[config.mk]
export PLATFORM = sky130hd
export DESIGN_NAME = mult_scheduler_flat
export DESIGN_NICKNAME = d
export VERILOG_FILES = /design/src/rtl/mult_scheduler_pkg.sv /design/src/rtl/mult_scheduler_if.sv /design/src/rtl/mult_scheduler_shift_add.sv /design/src/rtl/mult_scheduler.sv /design/src/flat_wrapper.sv
export SDC_FILE = /design/constraint.sdc
export NUM_CORES = 1
export LEC_CHECK = 0
export ABC_AREA = 0
export CORE_MARGIN = 2
export CORE_UTILIZATION = 43
export DETAILED_ROUTE_END_ITERATION = 10
export SYNTH_ARGS = -nofsm -noshare
export SYNTH_HDL_FRONTEND = slang
export SYNTH_SLANG_ARGS = --single-unit
[constraint.sdc]
create_clock -name clk -period 8.35 [get_ports clk]
set_clock_uncertainty 0.05 [all_clocks]
set_input_delay 0.835 -clock clk [delete_from_list [all_inputs] [get_ports clk]]
set_output_delay 0.835 -clock clk [all_outputs]
set_load 0.05 [all_outputs]
[src/rtl/mult_scheduler_pkg.sv]
// Shared types and constants for the Q1.15 multiplier scheduler.
// Also provides the two's-complement magnitude helper used at request accept.
package mult_pkg;

    localparam int unsigned WIDTH = 16;
    localparam int unsigned FRAC  = 15;

    typedef enum logic [1:0] {
        IDLE,
        MULT,
        ROUND,
        RESP
    } state_t;

    typedef logic req_id_t;

    localparam logic [WIDTH-1:0] Q_MAX = 16'h7FFF;
    localparam logic [WIDTH-1:0] Q_MIN = 16'h8000;

    // 0x8000 maps to 32768, which is representable as an unsigned magnitude.
    function automatic logic [WIDTH-1:0] q_mag(input logic [WIDTH-1:0] x);
        return x[WIDTH-1] ? (~x + 16'd1) : x;
    endfunction

endpackage

[src/rtl/mult_scheduler_if.sv]
// Request/response bundle between the effect stages and the shared multiplier.
// master = requesters plus result consumer, slave = the scheduler itself.
interface mult_scheduler_if;
    import mult_pkg::*;

    logic [1:0]       req_valid;
    logic [1:0]       req_ready;
    logic [WIDTH-1:0] req_a0;
    logic [WIDTH-1:0] req_b0;
    logic [WIDTH-1:0] req_a1;
    logic [WIDTH-1:0] req_b1;

    logic             rsp_valid;
    logic             rsp_ready;
    req_id_t          rsp_id;
    logic [WIDTH-1:0] rsp_data;

    logic             busy;

    modport master (
        output req_valid, req_a0, req_b0, req_a1, req_b1, rsp_ready,
        input  req_ready, rsp_valid, rsp_id, rsp_data, busy
    );

    modport slave (
        input  req_valid, req_a0, req_b0, req_a1, req_b1, rsp_ready,
        output req_ready, rsp_valid, rsp_id, rsp_data, busy
    );

endinterface

[src/rtl/mult_scheduler_shift_add.sv]
// Iterative unsigned 16x16 shift-add multiplier: one partial product per cycle.
// start loads operands and clears the accumulator; done marks the cycle of the last step.
module shift_add_mult
    import mult_pkg::*;
(
    input  logic               clk,
    input  logic               rst_n,
    input  logic               start,
    input  logic [WIDTH-1:0]   ma,
    input  logic [WIDTH-1:0]   mb,
    output logic               done,
    output logic [2*WIDTH-1:0] acc
);

    localparam logic [3:0] LAST_STEP = 4'(WIDTH - 1);

    logic [WIDTH-1:0] ma_r;
    logic [WIDTH-1:0] mb_r;
    logic [3:0]       step;
    logic             run;

    always_ff @(posedge clk or negedge rst_n) begin
        if (!rst_n) begin
            ma_r <= '0;
            mb_r <= '0;
            acc  <= '0;
            step <= '0;
            run  <= 1'b0;
        end else if (start) begin
            ma_r <= ma;
            mb_r <= mb;
            acc  <= '0;
            step <= '0;
            run  <= 1'b1;
        end else if (run) begin
            if (mb_r[step]) begin
                acc <= acc + ({{WIDTH{1'b0}}, ma_r} << step);
            end
            step <= step + 4'd1;
            if (step == LAST_STEP) begin
                run <= 1'b0;
            end
        end
    end

    // Combinational so the owner can leave MULT on the same edge as the final step.
    assign done = run && (step == LAST_STEP);

endmodule

[src/rtl/mult_scheduler.sv]
// Round-robin scheduler sharing one shift-add multiplier between two Q1.15 requesters.
// Handles arbitration, sign, round-half-away-from-zero, saturation and the response register.
module mult_scheduler
    import mult_pkg::*;
(
    input  logic             clk,
    input  logic             rst_n,
    mult_scheduler_if.slave  bus
);

    state_t           state;
    logic             ptr;
    logic             sign_r;
    req_id_t          id_r;

    logic             rsp_valid_r;
    req_id_t          rsp_id_r;
    logic [WIDTH-1:0] rsp_data_r;
    logic             busy_r;

    logic             grant;
    logic             accept;
    logic [1:0]       req_ready_c;
    logic [WIDTH-1:0] a_sel;
    logic [WIDTH-1:0] b_sel;
    logic [WIDTH-1:0] a_mag;
    logic [WIDTH-1:0] b_mag;

    logic               core_done;
    logic [2*WIDTH-1:0] core_acc;

    logic [2*WIDTH-1:0] rnd_sum;
    logic [WIDTH:0]     mag_q;
    logic [WIDTH-1:0]   pos_q;
    logic [WIDTH-1:0]   neg_lim;
    logic [WIDTH-1:0]   q_result;

    // Arbitration: a lone requester wins outright; a tie goes to the pointer.
    always_comb begin
        grant       = (&bus.req_valid) ? ptr : bus.req_valid[1];
        accept      = rst_n && (state == IDLE) && (|bus.req_valid);
        req_ready_c = '0;
        if (accept) begin
            req_ready_c[grant] = 1'b1;
        end
        a_sel = grant ? bus.req_a1 : bus.req_a0;
        b_sel = grant ? bus.req_b1 : bus.req_b0;
        a_mag = q_mag(a_sel);
        b_mag = q_mag(b_sel);
    end

    shift_add_mult u_core (
        .clk   (clk),
        .rst_n (rst_n),
        .start (accept),
        .ma    (a_mag),
        .mb    (b_mag),
        .done  (core_done),
        .acc   (core_acc)
    );

    // Rounding acts on the magnitude, so it is half away from zero once the sign is applied.
    always_comb begin
        rnd_sum  = core_acc + (32'd1 << (FRAC - 1));
        mag_q    = rnd_sum[FRAC +: WIDTH + 1];
        pos_q    = (mag_q > {1'b0, Q_MAX}) ? Q_MAX : mag_q[WIDTH-1:0];
        neg_lim  = (mag_q >= {1'b0, Q_MIN}) ? Q_MIN : mag_q[WIDTH-1:0];
        q_result = sign_r ? (~neg_lim + 16'd1) : pos_q;
    end

    always_ff @(posedge clk or negedge rst_n) begin
        if (!rst_n) begin
            state       <= IDLE;
            ptr         <= 1'b0;
            sign_r      <= 1'b0;
            id_r        <= 1'b0;
            rsp_valid_r <= 1'b0;
            rsp_id_r    <= 1'b0;
            rsp_data_r  <= '0;
            busy_r      <= 1'b0;
        end else begin
            case (state)
                IDLE: begin
                    if (accept) begin
                        sign_r <= a_sel[WIDTH-1] ^ b_sel[WIDTH-1];
                        id_r   <= grant;
                        ptr    <= ~grant;
                        state  <= MULT;
                        busy_r <= 1'b1;
                    end
                end
                MULT: begin
                    if (core_done) begin
                        state <= ROUND;
                    end
                end
                ROUND: begin
                    rsp_data_r  <= q_result;
                    rsp_id_r    <= id_r;
                    rsp_valid_r <= 1'b1;
                    state       <= RESP;
                end
                RESP: begin
                    if (bus.rsp_ready) begin
                        rsp_valid_r <= 1'b0;
                        state       <= IDLE;
                        busy_r      <= 1'b0;
                    end
                end
                default: begin
                    state  <= IDLE;
                    busy_r <= 1'b0;
                end
            endcase
        end
    end

    assign bus.req_ready = req_ready_c;
    assign bus.rsp_valid = rsp_valid_r;
    assign bus.rsp_id    = rsp_id_r;
    assign bus.rsp_data  = rsp_data_r;
    assign bus.busy      = busy_r;

endmodule

[src/flat_wrapper.sv]
// flat-port wrapper written by rule: the top's interface ports become plain ports
module mult_scheduler_flat import mult_pkg::*;
  (clk, rst_n, bus_req_valid, bus_req_a0, bus_req_b0, bus_req_a1, bus_req_b1, bus_rsp_ready, bus_req_ready, bus_rsp_valid, bus_rsp_id, bus_rsp_data, bus_busy);
  mult_scheduler_if bus_i ();
  input  logic clk;
  input  logic rst_n;
  input wire logic [$bits(bus_i.req_valid)-1:0] bus_req_valid;
  input wire logic [$bits(bus_i.req_a0)-1:0] bus_req_a0;
  input wire logic [$bits(bus_i.req_b0)-1:0] bus_req_b0;
  input wire logic [$bits(bus_i.req_a1)-1:0] bus_req_a1;
  input wire logic [$bits(bus_i.req_b1)-1:0] bus_req_b1;
  input wire logic [$bits(bus_i.rsp_ready)-1:0] bus_rsp_ready;
  output wire logic [$bits(bus_i.req_ready)-1:0] bus_req_ready;
  output wire logic [$bits(bus_i.rsp_valid)-1:0] bus_rsp_valid;
  output wire logic [$bits(bus_i.rsp_id)-1:0] bus_rsp_id;
  output wire logic [$bits(bus_i.rsp_data)-1:0] bus_rsp_data;
  output wire logic [$bits(bus_i.busy)-1:0] bus_busy;
  assign bus_i.req_valid = bus_req_valid;
  assign bus_i.req_a0 = bus_req_a0;
  assign bus_i.req_b0 = bus_req_b0;
  assign bus_i.req_a1 = bus_req_a1;
  assign bus_i.req_b1 = bus_req_b1;
  assign bus_i.rsp_ready = bus_rsp_ready;
  assign bus_req_ready = bus_i.req_ready;
  assign bus_rsp_valid = bus_i.rsp_valid;
  assign bus_rsp_id = bus_i.rsp_id;
  assign bus_rsp_data = bus_i.rsp_data;
  assign bus_busy = bus_i.busy;
  mult_scheduler u_core (.clk(clk), .rst_n(rst_n), .bus(bus_i));
endmodule
==> results of run 1 <==
## cell families (layout without fill, tap and decap cells)
logic type,Yosys count,in the layout,share of synthesized area
buf+inv,77,136,0.0442
xor+xnor,67,67,0.0730
fa+ha+maj,41,41,0.0647
simple gates,330,330,0.201
flops,93,93,0.289
mux,100,100,0.135
compound gates,249,249,0.193
## power by group through the flow
| stage | clock network, W | registers [W] | logic, W |
|---|---|---|---|
| final | 0.000406 | 0.000863 | 0.00264 |
| after global routing | 0.000435 | 0.000899 | 0.00295 |
| after CTS | 0.000412 | 0.000864 | 0.00264 |
| after detailed placement | 0 | 0.000871 | 0.00262 |
| after global placement | 0 | 0.000868 | 0.00260 |
| after floorplan | 0 | 0.000923 | 0.00200 |
## final cells by class
| class | count | area share |
|---|---|---|
| multi-input combinational | 787 | 0.577 |
| sequential | 93 | 0.250 |
| timing repair buffer | 96 | 0.101 |
| tap | 234 | 0.0314 |
| clock buffer | 10 | 0.0256 |
| inverter | 24 | 0.00967 |
| clock inverter | 6 | 0.00537 |
## path summary, 6_finish.rpt
kind                       depth (start not counted)                     to                   from
max                                               16  u_core.u_core.acc[30]  u_core.u_core.step[1]
min                                                1   u_core.u_core.acc[6]                  rst_n
max reg2reg                                       16  u_core.u_core.acc[30]  u_core.u_core.step[1]
min reg2reg                                        2  u_core.u_core.mb_r[0]  u_core.u_core.mb_r[0]
max in group asynchronous                          2   u_core.u_core.acc[2]                  rst_n
min in group clk                                   2  u_core.u_core.mb_r[0]  u_core.u_core.mb_r[0]
## layout by cell type, fill, tap and decap left out, drive strengths merged, types with 20 or more instances in the layout
cell type and count:
a21o 20, a21oi 68, clkdlybuf4s50 88, dfrtp 93
ha 40, inv 24, mux2 21, mux2i 75
nand2 107, nand3 27, nor2 98, o21ai 80
xnor2 33, xor2 34
## flip-flops by register name (all words and copies together), names as in the netlist
| register | flops |
|---|---|
| u_core.ptr | 1 |
| u_core.state | 2 |
| u_core.bus.busy | 1 |
| u_core.u_core.acc | 32 |
| u_core.u_core.mb_r | 16 |
| u_core.bus.rsp_id | 1 |
| u_core.id_r | 1 |
| u_core.u_core.run | 1 |
| u_core.sign_r | 1 |
| u_core.u_core.step | 4 |
| u_core.bus.rsp_data | 16 |
| u_core.u_core.ma_r | 16 |
| u_core.bus.rsp_valid | 1 |
## routing by layer
| layer | global-route usage | share of wire | vias up |
|---|---|---|---|
| li1 | - | - | 3563 |
| met1 | 0.285 | 0.50 | 3193 |
| met2 | 0.320 | 0.46 | 165 |
| met5 | 0 | 0 | - |
| met3 | 0.0190 | 0.035 | 15 |
| met4 | 0.0532 | 0.011 | 0 |
## through the flow
stage	util	total power [W]	cells	area, µm²	worst slack [ns]
finish	0.503	0.00391	1250	9320	3.77
global route	0.503	0.00428	1250	9320	3.29
CTS	0.503	0.00392	1250	9320	3.82
detailed placement	0.488	0.00349	1234	9030	3.81
global placement	0.488	0.00347	1234	9030	3.92
floorplan	-	0.00292	957	8040	4.24
==> summary.txt, run 1 <==
Outcome
  – Status: finished clean

Placement
  – Final Wtd Congestion: roughly 0.85
  – PortBufs: 89
  – Detail Placement HPWL: between 10000 and 15000 µm

Synth
  – Post-synth top cells: nand2_1 (105), nor2_1 (97), dfrtp_1 (93)
  – Area leader, netlist: dfrtp_1
  – Synth top area share: 0.289
  – Synth cell types: about 80
  – Ys async rst share: 1.00
  – Yosys warns: 0
  – Post-Syn Area: 8040 µm²
  – #FFs+latches synth: 93
  – Post-Syn Instances: 957
  – Main area contributors after synthesis: dfrtp_1 (29%), mux2i_1 (9.3%), ha_1 (6.2%), nand2_1 (4.9%), o21ai_0 (4.8%)
  – Avg Inst Size Synth: around 8.4 µm²
  – Most frequent cell after synthesis: nand2_1
  – Synth Net Count: 1067
  – Post-synth EDFFs: 0
  – Sequential area share after synthesis: 0.289
  – Top FF cell, synth: dfrtp_1

Pwr
  – Sequential share of power: 0.221
  – Switching Share: 0.499
  – Power share of the combinational group: 0.675
  – Cell Pwr Density: 419 nW/µm²
  – Sw power: 0.00195 W
  – Clk pwr share: 0.104
  – Leak: 4.18 nW
  – Int Power: between 0.0015 and 0.002 W
  – Worst vdd rail ir drop: between 100 and 150 µV

Floorplan
  – IO Count: 90
  – Die Ht: 141 µm
  – Core area: 18500 µm²
  – Row cnt: 50
  – Die ar.: between 15000 and 20000 µm²
  – Initial Util: 0.434
  – Die X: ~140 µm

CTS
  – Clock Sinks: 93
  – Worst-Skew Late Latency: between 0.3 and 0.4 ns
  – # resized after CTS: 0
  – Root buf cell: clkbuf_16
  – Reg clk slew, reported paths: 0.07 ns
  – Clk buf depth: 2
  – CTS Buf Count: 9
  – Hold buffers post-CTS: 0
  – Post-CTS setup buffer count: 0
  – Htree depth: 3
  – CTS tree: yes

Setup path
  – Crit path max fanout: 31
  – CP most frequent cell: a21oi_1
  – Crit path buffers/inverters: 1
  – Crit path max-delay family: compound AO/OA/AOI/OAI gates
  – CP endpoint kind: flop
  – Flop-to-flop setup slack: ~3.8 ns
  – Critical Path Start Type: flop
  – Worst Path Arrival: between 4 and 5 ns
  – Worst path required time: approximately 8.5 ns
  – Slowest cell on crit path: dfrtp_1
  – Crit Path Category: reg -> reg
  – CP max stage delay: roughly 0.91 ns
  – CP cell instances: inv_1, a211oi_1, a21oi_1, mux2_2, nor2_1, a21oi_1, ha_1, and2_1, and3_1, a222oi_1, nand2_1, a41oi_1, o21ai_1, a31oi_1, or4b_1, o211ai_1

Timing
  – Slew headroom: 0.153
  – Final period util: 0.548
  – RSZ-0062 raised after global routing: false
  – Least-Margin Pin Slew: 1.24 ns
  – # setup viols final: 0
  – Slew Limit Fails: 0
  – Setup tns final: 0 ns
  – Min cycle time layout: 4.58 ns
  – Fmax: approximately 220 MHz
  – Final hold slack: 0.366 ns
  – Final Hold Fails: 0

Drt
  – Vias per cell: 5.55
  – Post-route ant nets: 0
  – Final wirelength: about 19000 µm
  – DRC Markers: 0
  – Vias: about 7000
  – DR iter-0 viols: about 360
  – Drt pass-1 iters: 6
  – Detailed-route wire length per cell: approximately 15 µm

GRT
  – Congestion Overflow GR: 0
  – First-pass GRT wire length: around 32000 µm
  – Largest net degree at the start of global routing: 85
  – Gr usage total: 0.198
  – Vias in the first global route: 6499
  – Initial antenna violation count: 0

Layout
  – Multi-input gate area: between 5000 and 6000 µm²
  – Fill cells: between 1500 and 2000
  – Register Area: between 2000 and 2500 µm²
  – Layout Nets: 1121
  – Area growth, synth to finish: 15.9%
  – # diodes: 0
  – Share of layout cells above drive strength 1: 0.0738

Hold path
  – Min-Delay Path Class: in -> async

Run
  – Max-cap viol count: 0
Power figures use the tool's default switching activity.
==> run 2: changes to the inputs <==
--- a/config.mk
+++ b/config.mk
@@ -9,6 +9,7 @@
 export CORE_MARGIN = 2
 export CORE_UTILIZATION = 43
 export DETAILED_ROUTE_END_ITERATION = 10
+export PLACE_DENSITY = 0.66
 export SYNTH_ARGS = -nofsm -noshare
 export SYNTH_HDL_FRONTEND = slang
 export SYNTH_SLANG_ARGS = --single-unit
==> constraint.sdc (replaced) <==
create_clock -name clk -period 3.9 [get_ports clk]
set_clock_uncertainty 0.05 [all_clocks]
set_input_delay 0.39 -clock clk [delete_from_list [all_inputs] [get_ports clk]]
set_output_delay 0.39 -clock clk [all_outputs]
set_load 0.05 [all_outputs]
==> summary.txt, run 2 (synthesis gave the netlist of run 1 again) <==
Outcome
  – Status: finished clean (unchanged)

GRT
  – Met2 Use GR: 0.319 (was 0.320)
  – First-pass GRT wire length: 32500 µm (was 32300 µm)
  – Largest net degree at the start of global routing: 85 (unchanged)
  – M3 GR Usage: 0.0248 (was 0.0190)
  – Gr usage total: 0.197 (was 0.198)
  – Initial antenna violation count: 0 (unchanged)
  – Most used routing layer: met2 (unchanged)
  – Congestion Overflow GR: 0 (unchanged)
  – Met1 GRT Util: 0.274 (was 0.285)
  – Vias in the first global route: 6717 (was 6499)

Timing
  – Final period util: 0.965 (was 0.548)
  – Slew headroom: 0.338 (was 0.153)
  – Least-Margin Pin Slew: 0.993 ns (was 1.24 ns)
  – Slew Limit Fails: 0 (unchanged)
  – Min cycle time layout: 3.76 ns (was 4.58 ns)
  – # setup viols final: 0 (unchanged)
  – Final Hold Fails: 0 (unchanged)
  – Post-route setup slack: 0.137 ns (was 3.77 ns)
  – RSZ-0062 raised after global routing: true (was false)
  – Fmax: 266 MHz (was 218 MHz)

CTS
  – Clock Sinks: 93 (unchanged)
  – Htree depth: 3 (unchanged)
  – Reg clk slew, reported paths: 0.08 ns (was 0.07 ns)
  – CTS Buf Count: 9 (unchanged)
  – Clk buf depth: 2 (unchanged)
  – CTS tree: yes (unchanged)
  – Worst-Skew Late Latency: 0.37 ns (was 0.36 ns)
  – Root buf cell: clkbuf_16 (unchanged)

Drt
  – Vias per cell: 5.56 (was 5.55)
  – DRC Markers: 0 (unchanged)
  – Final wirelength: 19100 µm (was 18900 µm)
  – Drt pass-1 iters: 6 (unchanged)
  – Post-route ant nets: 0 (unchanged)
  – Detailed-route wire length per cell: 14.9 µm (was 15.2 µm)
  – Vias: 7150 (was 6936)
  – DR iter-0 viols: 422 (was 357)

Pwr
  – Leak: 4.40 nW (was 4.18 nW)
  – Worst vdd rail ir drop: 368 µV (was 147 µV)
  – Cell Pwr Density: 923 nW/µm² (was 419 nW/µm²)

Layout
  – Finished Cell Area: 9750 µm² (was 9320 µm²)
  – Most frequent cells in the layout: nand2_1 (104), nor2_1 (97), dfrtp_1 (92) (was nand2_1 (105), nor2_1 (97), dfrtp_1 (93))
  – Commonest non-fill, non-tap cell in the layout: nand2_1 (unchanged)
  – # diodes: 0 (unchanged)
  – Layout Nets: 1157 (was 1121)
  – Largest Register: u_core.u_core.acc (unchanged)
  – Area growth, synth to finish: 21.2% (was 15.9%)
  – Share of layout cells above drive strength 1: 0.118 (was 0.0738)
  – Max reg flops: 32 (unchanged)

Setup path
  – Worst path required time: 4.08 ns (was 8.51 ns)
  – Worst Path Arrival: 3.95 ns (was 4.74 ns)
  – R2R Path End: u_core.u_core.acc[21] (was u_core.u_core.acc[30])
  – Crit Path Category: reg -> reg (unchanged)
  – CP endpoint kind: flop (unchanged)
  – Setup crit end: u_core.u_core.acc[21] (was u_core.u_core.acc[30])
  – Reg2reg path depth: 17 (was 16)
  – Reg2reg start: u_core.u_core.step[0] (was u_core.u_core.step[1])
  – Crit. Startpoint: u_core.u_core.step[0] (was u_core.u_core.step[1])
  – Critical Path Start Type: flop (unchanged)
  – Crit path max fanout: 12 (was 31)
  – Flop-to-flop setup slack: 0.14 ns (was 3.77 ns)

Placement
  – PortBufs: 89 (unchanged)
  – Final Wtd Congestion: 0.908 (was 0.847)
  – Place WS: -0.0250 ns (was 3.81 ns)
  – Cell area after placement: 9300 µm² (was 9030 µm²)
  – Detail Placement HPWL: 14600 µm (was 14100 µm)

Floorplan
  – Initial Util: 0.434 (unchanged)
  – Die ar.: 19800 µm² (unchanged)
  – IO Count: 90 (unchanged)
  – Core area: 18500 µm² (unchanged)
  – Row cnt: 50 (unchanged)
  – Die X: 141 µm (unchanged)
  – Die Ht: 141 µm (unchanged)

Hold path
  – Min-Delay Path Class: in -> async (unchanged)

Run
  – Max-cap viol count: 0 (unchanged)
## run 2: where the power goes
group          internal (W)  total, W  switching [W]
Sequential          0.00140   0.00177       0.000370
Clock              0.000507  0.000932       0.000425
Combinational       0.00275   0.00629        0.00355
## run 2: routing by layer
metal  wire length (µm)  part of all wire
met5                  0                 0
met4                362             0.019
met3                776             0.041
met2               8740              0.46
met1               9240              0.48
## run 2: area by class of cell
class,instances,area (µm²)
Fill cell,1725,8770
Sequential cell,93,2330
Clock inverter,7,82.6
Clock buffer,9,225
Inverter,24,90.1
Multi-Input combinational cell,787,5460
Tap cell,234,293
Timing Repair Buffer,132,1270
## run 2: per-stage QoR
stage / TNS [ns] / cells / total power [W] / util / hold WS, ns
4_1_cts: 0 / 1282 / 0.00878 / 0.520 / 0.403
2_1_floorplan: 0 / 957 / 0.00627 / - / 0.0444
6_report: 0 / 1286 / 0.00899 / 0.526 / 0.375
5_1_grt: -0.317 / 1286 / 0.00977 / 0.526 / 0.393
3_5_place_dp: -0.0250 / 1265 / 0.00781 / 0.502 / 0.172
3_3_place_gp: 0 / 1265 / 0.00774 / 0.502 / 0.175
## run 2: repair_timing
item / CTS / global route
endpoints found under the setup margin: 1 / 9
pin swaps: 0 / 7
hold buffers: 1 / 0
buffers inserted: 0 / 3
resized for setup: 1 / 19
cloned: 0 / 1
hold endpoints to repair: 4 / 0
## run 2: how the worst min path moves through the flow
| stage | cells past startpoint | endpoint |
|---|---|---|
| 2_1_floorplan | 0 | u_core.bus.busy |
| 4_1_cts | 2 | u_core.sign_r |
| 6_report | 2 | u_core.bus.rsp_id |
| 3_3_place_gp | 1 | u_core.sign_r |
| 5_1_grt | 2 | u_core.bus.rsp_id |
| 3_5_place_dp | 1 | u_core.sign_r |
## run 2: worst max-delay path, cell delays in order (launching register included)
cell and delay [ns]:
dfrtp_2 0.43, buf_12 0.16, mux2_2 0.35, nor2_1 0.09, a21oi_1 0.07, a21oi_1 0.22, nor2_1 0.07, ha_1 0.34
a21oi_1 0.23, nand2_1 0.14, o41ai_4 0.35, buf_4 0.19, o21a_1 0.25, a21oi_1 0.15, a21o_1 0.20, a21o_1 0.18
nand3_1 0.08, o221ai_1 0.10
==> run 3: changes to the inputs <==
--- a/config.mk
+++ b/config.mk
@@ -7,9 +7,9 @@
 export LEC_CHECK = 0
 export ABC_AREA = 0
 export CORE_MARGIN = 2
-export CORE_UTILIZATION = 43
+export CORE_UTILIZATION = 52
 export DETAILED_ROUTE_END_ITERATION = 10
-export PLACE_DENSITY = 0.66
+export PLACE_DENSITY = 0.78
 export SYNTH_ARGS = -nofsm -noshare
 export SYNTH_HDL_FRONTEND = slang
 export SYNTH_SLANG_ARGS = --single-unit
==> summary.txt, run 3 (synthesis gave the netlist of run 1 again) <==
Layout
  – Largest Register: u_core.u_core.acc (unchanged)
  – Share of layout cells above drive strength 1: 0.115 (was 0.118)
  – Area growth, synth to finish: 19.6% (was 21.2%)
  – Layout Nets: 1149 (was 1157)
  – # diodes: 0 (unchanged)
  – Most frequent cells in the layout: nand2_1 (105), nor2_1 (97), dfrtp_1 (92) (was nand2_1 (104), nor2_1 (97), dfrtp_1 (92))
  – Max reg flops: 32 (unchanged)
  – Commonest non-fill, non-tap cell in the layout: nand2_1 (unchanged)

Drt
  – Routed length on met2: 8800 µm (was 8740 µm)
  – Post-route ant nets: 0 (unchanged)
  – Detailed-routing wirelength on met1: 8630 µm (was 9240 µm)
  – DRC Markers: 0 (unchanged)
  – Vias per cell: 5.81 (was 5.56)
  – Met3 Routed Length: 728 µm (was 776 µm)
  – Max Used Layer: met4 (unchanged)
  – Final wirelength: 18600 µm (was 19100 µm)
  – DR iter-0 viols: 483 (was 422)
  – Drt pass-1 iters: 6 (unchanged)
  – Vias: 7157 (was 7150)
  – Detailed-route wire length per cell: 15.1 µm (was 14.9 µm)

Timing
  – RSZ-0062 raised after global routing: true (unchanged)
  – Post-route setup slack: 0.173 ns (was 0.137 ns)
  – Final Hold Fails: 0 (unchanged)
  – Min cycle time layout: 3.73 ns (was 3.76 ns)
  – Slew headroom: 0.336 (was 0.338)
  – # setup viols final: 0 (unchanged)
  – Final period util: 0.956 (was 0.965)
  – Least-Margin Pin Slew: 0.996 ns (was 0.993 ns)
  – Setup tns final: 0 ns (unchanged)
  – Fmax: 268 MHz (was 266 MHz)
  – Final hold slack: 0.431 ns (was 0.375 ns)
  – Slew Limit Fails: 0 (unchanged)

Setup path
  – Crit. Startpoint: u_core.u_core.step[0] (unchanged)
  – Worst path required time: 4.13 ns (was 4.08 ns)
  – CP endpoint kind: flop (unchanged)
  – CP cell instances: buf_12, mux2_2, nor2_1, a21oi_1, mux2i_1, o32ai_1, ha_1, nand4_1, nor4_2, o21ai_1, nand2_1, a41oi_2, o21ai_2, a31oi_1, or4b_1, o211ai_1 (was buf_12, mux2_2, nor2_1, a21oi_1, a21oi_1, nor2_1, ha_1, a21oi_1, nand2_1, o41ai_4, buf_4, o21a_1, a21oi_1, a21o_1, a21o_1, nand3_1, o221ai_1)
  – CP max stage delay: 0.47 ns (was 0.43 ns)
  – Worst Path Arrival: 3.96 ns (was 3.95 ns)
  – Crit path max fanout: 12 (unchanged)
  – Slowest cell on crit path: or4b_1 (was dfrtp_2)
  – Critical Path Start Type: flop (unchanged)
  – Flop-to-flop setup slack: 0.17 ns (was 0.14 ns)
  – Reg2reg path depth: 16 (was 17)
  – Crit Path Category: reg -> reg (unchanged)
  – Reg2reg start: u_core.u_core.step[0] (unchanged)
  – Setup crit end: u_core.u_core.acc[30] (was u_core.u_core.acc[21])
  – R2R Path End: u_core.u_core.acc[30] (was u_core.u_core.acc[21])

CTS
  – Htree depth: 3 (unchanged)
  – Clock Sinks: 93 (unchanged)
  – CTS Buf Count: 9 (unchanged)
  – Reg clk slew, reported paths: 0.08 ns (about the same)
  – Worst-Skew Late Latency: 0.36 ns (was 0.37 ns)
  – Root buf cell: clkbuf_16 (unchanged)
  – Clk buf depth: 2 (unchanged)
  – CTS tree: yes (unchanged)

Placement
  – PortBufs: 89 (unchanged)
  – Final Wtd Congestion: 0.949 (was 0.908)
  – Detail Placement HPWL: 13800 µm (was 14600 µm)
  – Place WS: 0.0198 ns (was -0.0250 ns)

Run
  – Max-cap viol count: 0 (unchanged)

GRT
  – Gr usage total: 0.237 (was 0.197)
  – Vias in the first global route: 6797 (was 6717)
  – Initial antenna violation count: 0 (unchanged)
  – First-pass GRT wire length: 32100 µm (was 32500 µm)
  – Largest net degree at the start of global routing: 85 (unchanged)
  – Congestion Overflow GR: 0 (unchanged)

Pwr
  – Cell Pwr Density: 919 nW/µm² (was 923 nW/µm²)
  – Pwr Total: 0.00885 W (was 0.00899 W)
  – Leak: 4.35 nW (was 4.40 nW)
  – Worst vdd rail ir drop: 476 µV (was 368 µV)

Floorplan
  – Row cnt: 45 (was 50)
  – IO Count: 90 (unchanged)
  – Die ar.: 16500 µm² (was 19800 µm²)
  – Core area: 15100 µm² (was 18500 µm²)
  – Die X: 128 µm (was 141 µm)
  – Initial Util: 0.531 (was 0.434)
  – Die Ht: 128 µm (was 141 µm)

Outcome
  – Status: finished clean (unchanged)

Hold path
  – Min-Delay Path Class: reg -> reg (was in -> async)
[run 3: power breakdown]
group	internal [W]	switching, W	total (W)
logic	0.00269	0.00349	0.00618
clock network	0.000451	0.000422	0.000873
registers	0.00140	0.000394	0.00179
total	0.00454	0.00431	0.00885
[run 3: worst min-delay path by stage]
stage                            from  slack (ns)                      to  cells after the start
after floorplan                 rst_n        0.04         u_core.bus.busy                      0
after global placement          rst_n        0.26  u_core.bus.rsp_data[1]                      1
after detailed placement        rst_n        0.26  u_core.bus.rsp_data[8]                      1
after CTS                 u_core.id_r        0.43             u_core.id_r                      1
after global routing      u_core.id_r        0.45             u_core.id_r                      1
final                     u_core.id_r        0.43             u_core.id_r                      1
[run 3: through the flow]
stage          cells  cell area (µm²)  utilization
2_1_floorplan    957             8050            -
3_3_place_gp    1212             9190        0.607
3_5_place_dp    1212             9190        0.607
4_1_cts         1229             9500        0.627
5_1_grt         1232             9620        0.635
6_report        1232             9620        0.635
[run 3: layer usage]
metal	vias to the layer above	global-route usage
li1	3613	-
met1	3331	0.324
met2	184	0.386
met3	29	0.0299
met4	0	0.0873
met5	-	0
[run 3: repair_timing]
| item | in CTS | in global routing |
|---|---|---|
| buffers inserted | 0 | 2 |
| setup endpoints to repair | 0 | 15 |
| hold endpoints to repair | 23 | 0 |
| hold buffers | 1 | 0 |
| resized for setup | 0 | 26 |
[run 3: worst max-delay path: cells and delay by family, from the launching register on]
family | cells | cell delay (ns)
and+or+nand+nor | 5 | 1.19
AOI/OAI and AO/OA | 7 | 0.87
muxes | 2 | 0.59
DFF | 1 | 0.42
adders and majority gates | 1 | 0.38
buffers and inverters | 1 | 0.15
[run 3: cell type report]
class,count,area (µm²)
clock buffer,9,225
multi-input combinational,787,5470
clock inverter,7,70.1
inverter,24,90.1
sequential,93,2330
fill,1253,5520
tap,188,235
timing repair buffer,124,1210
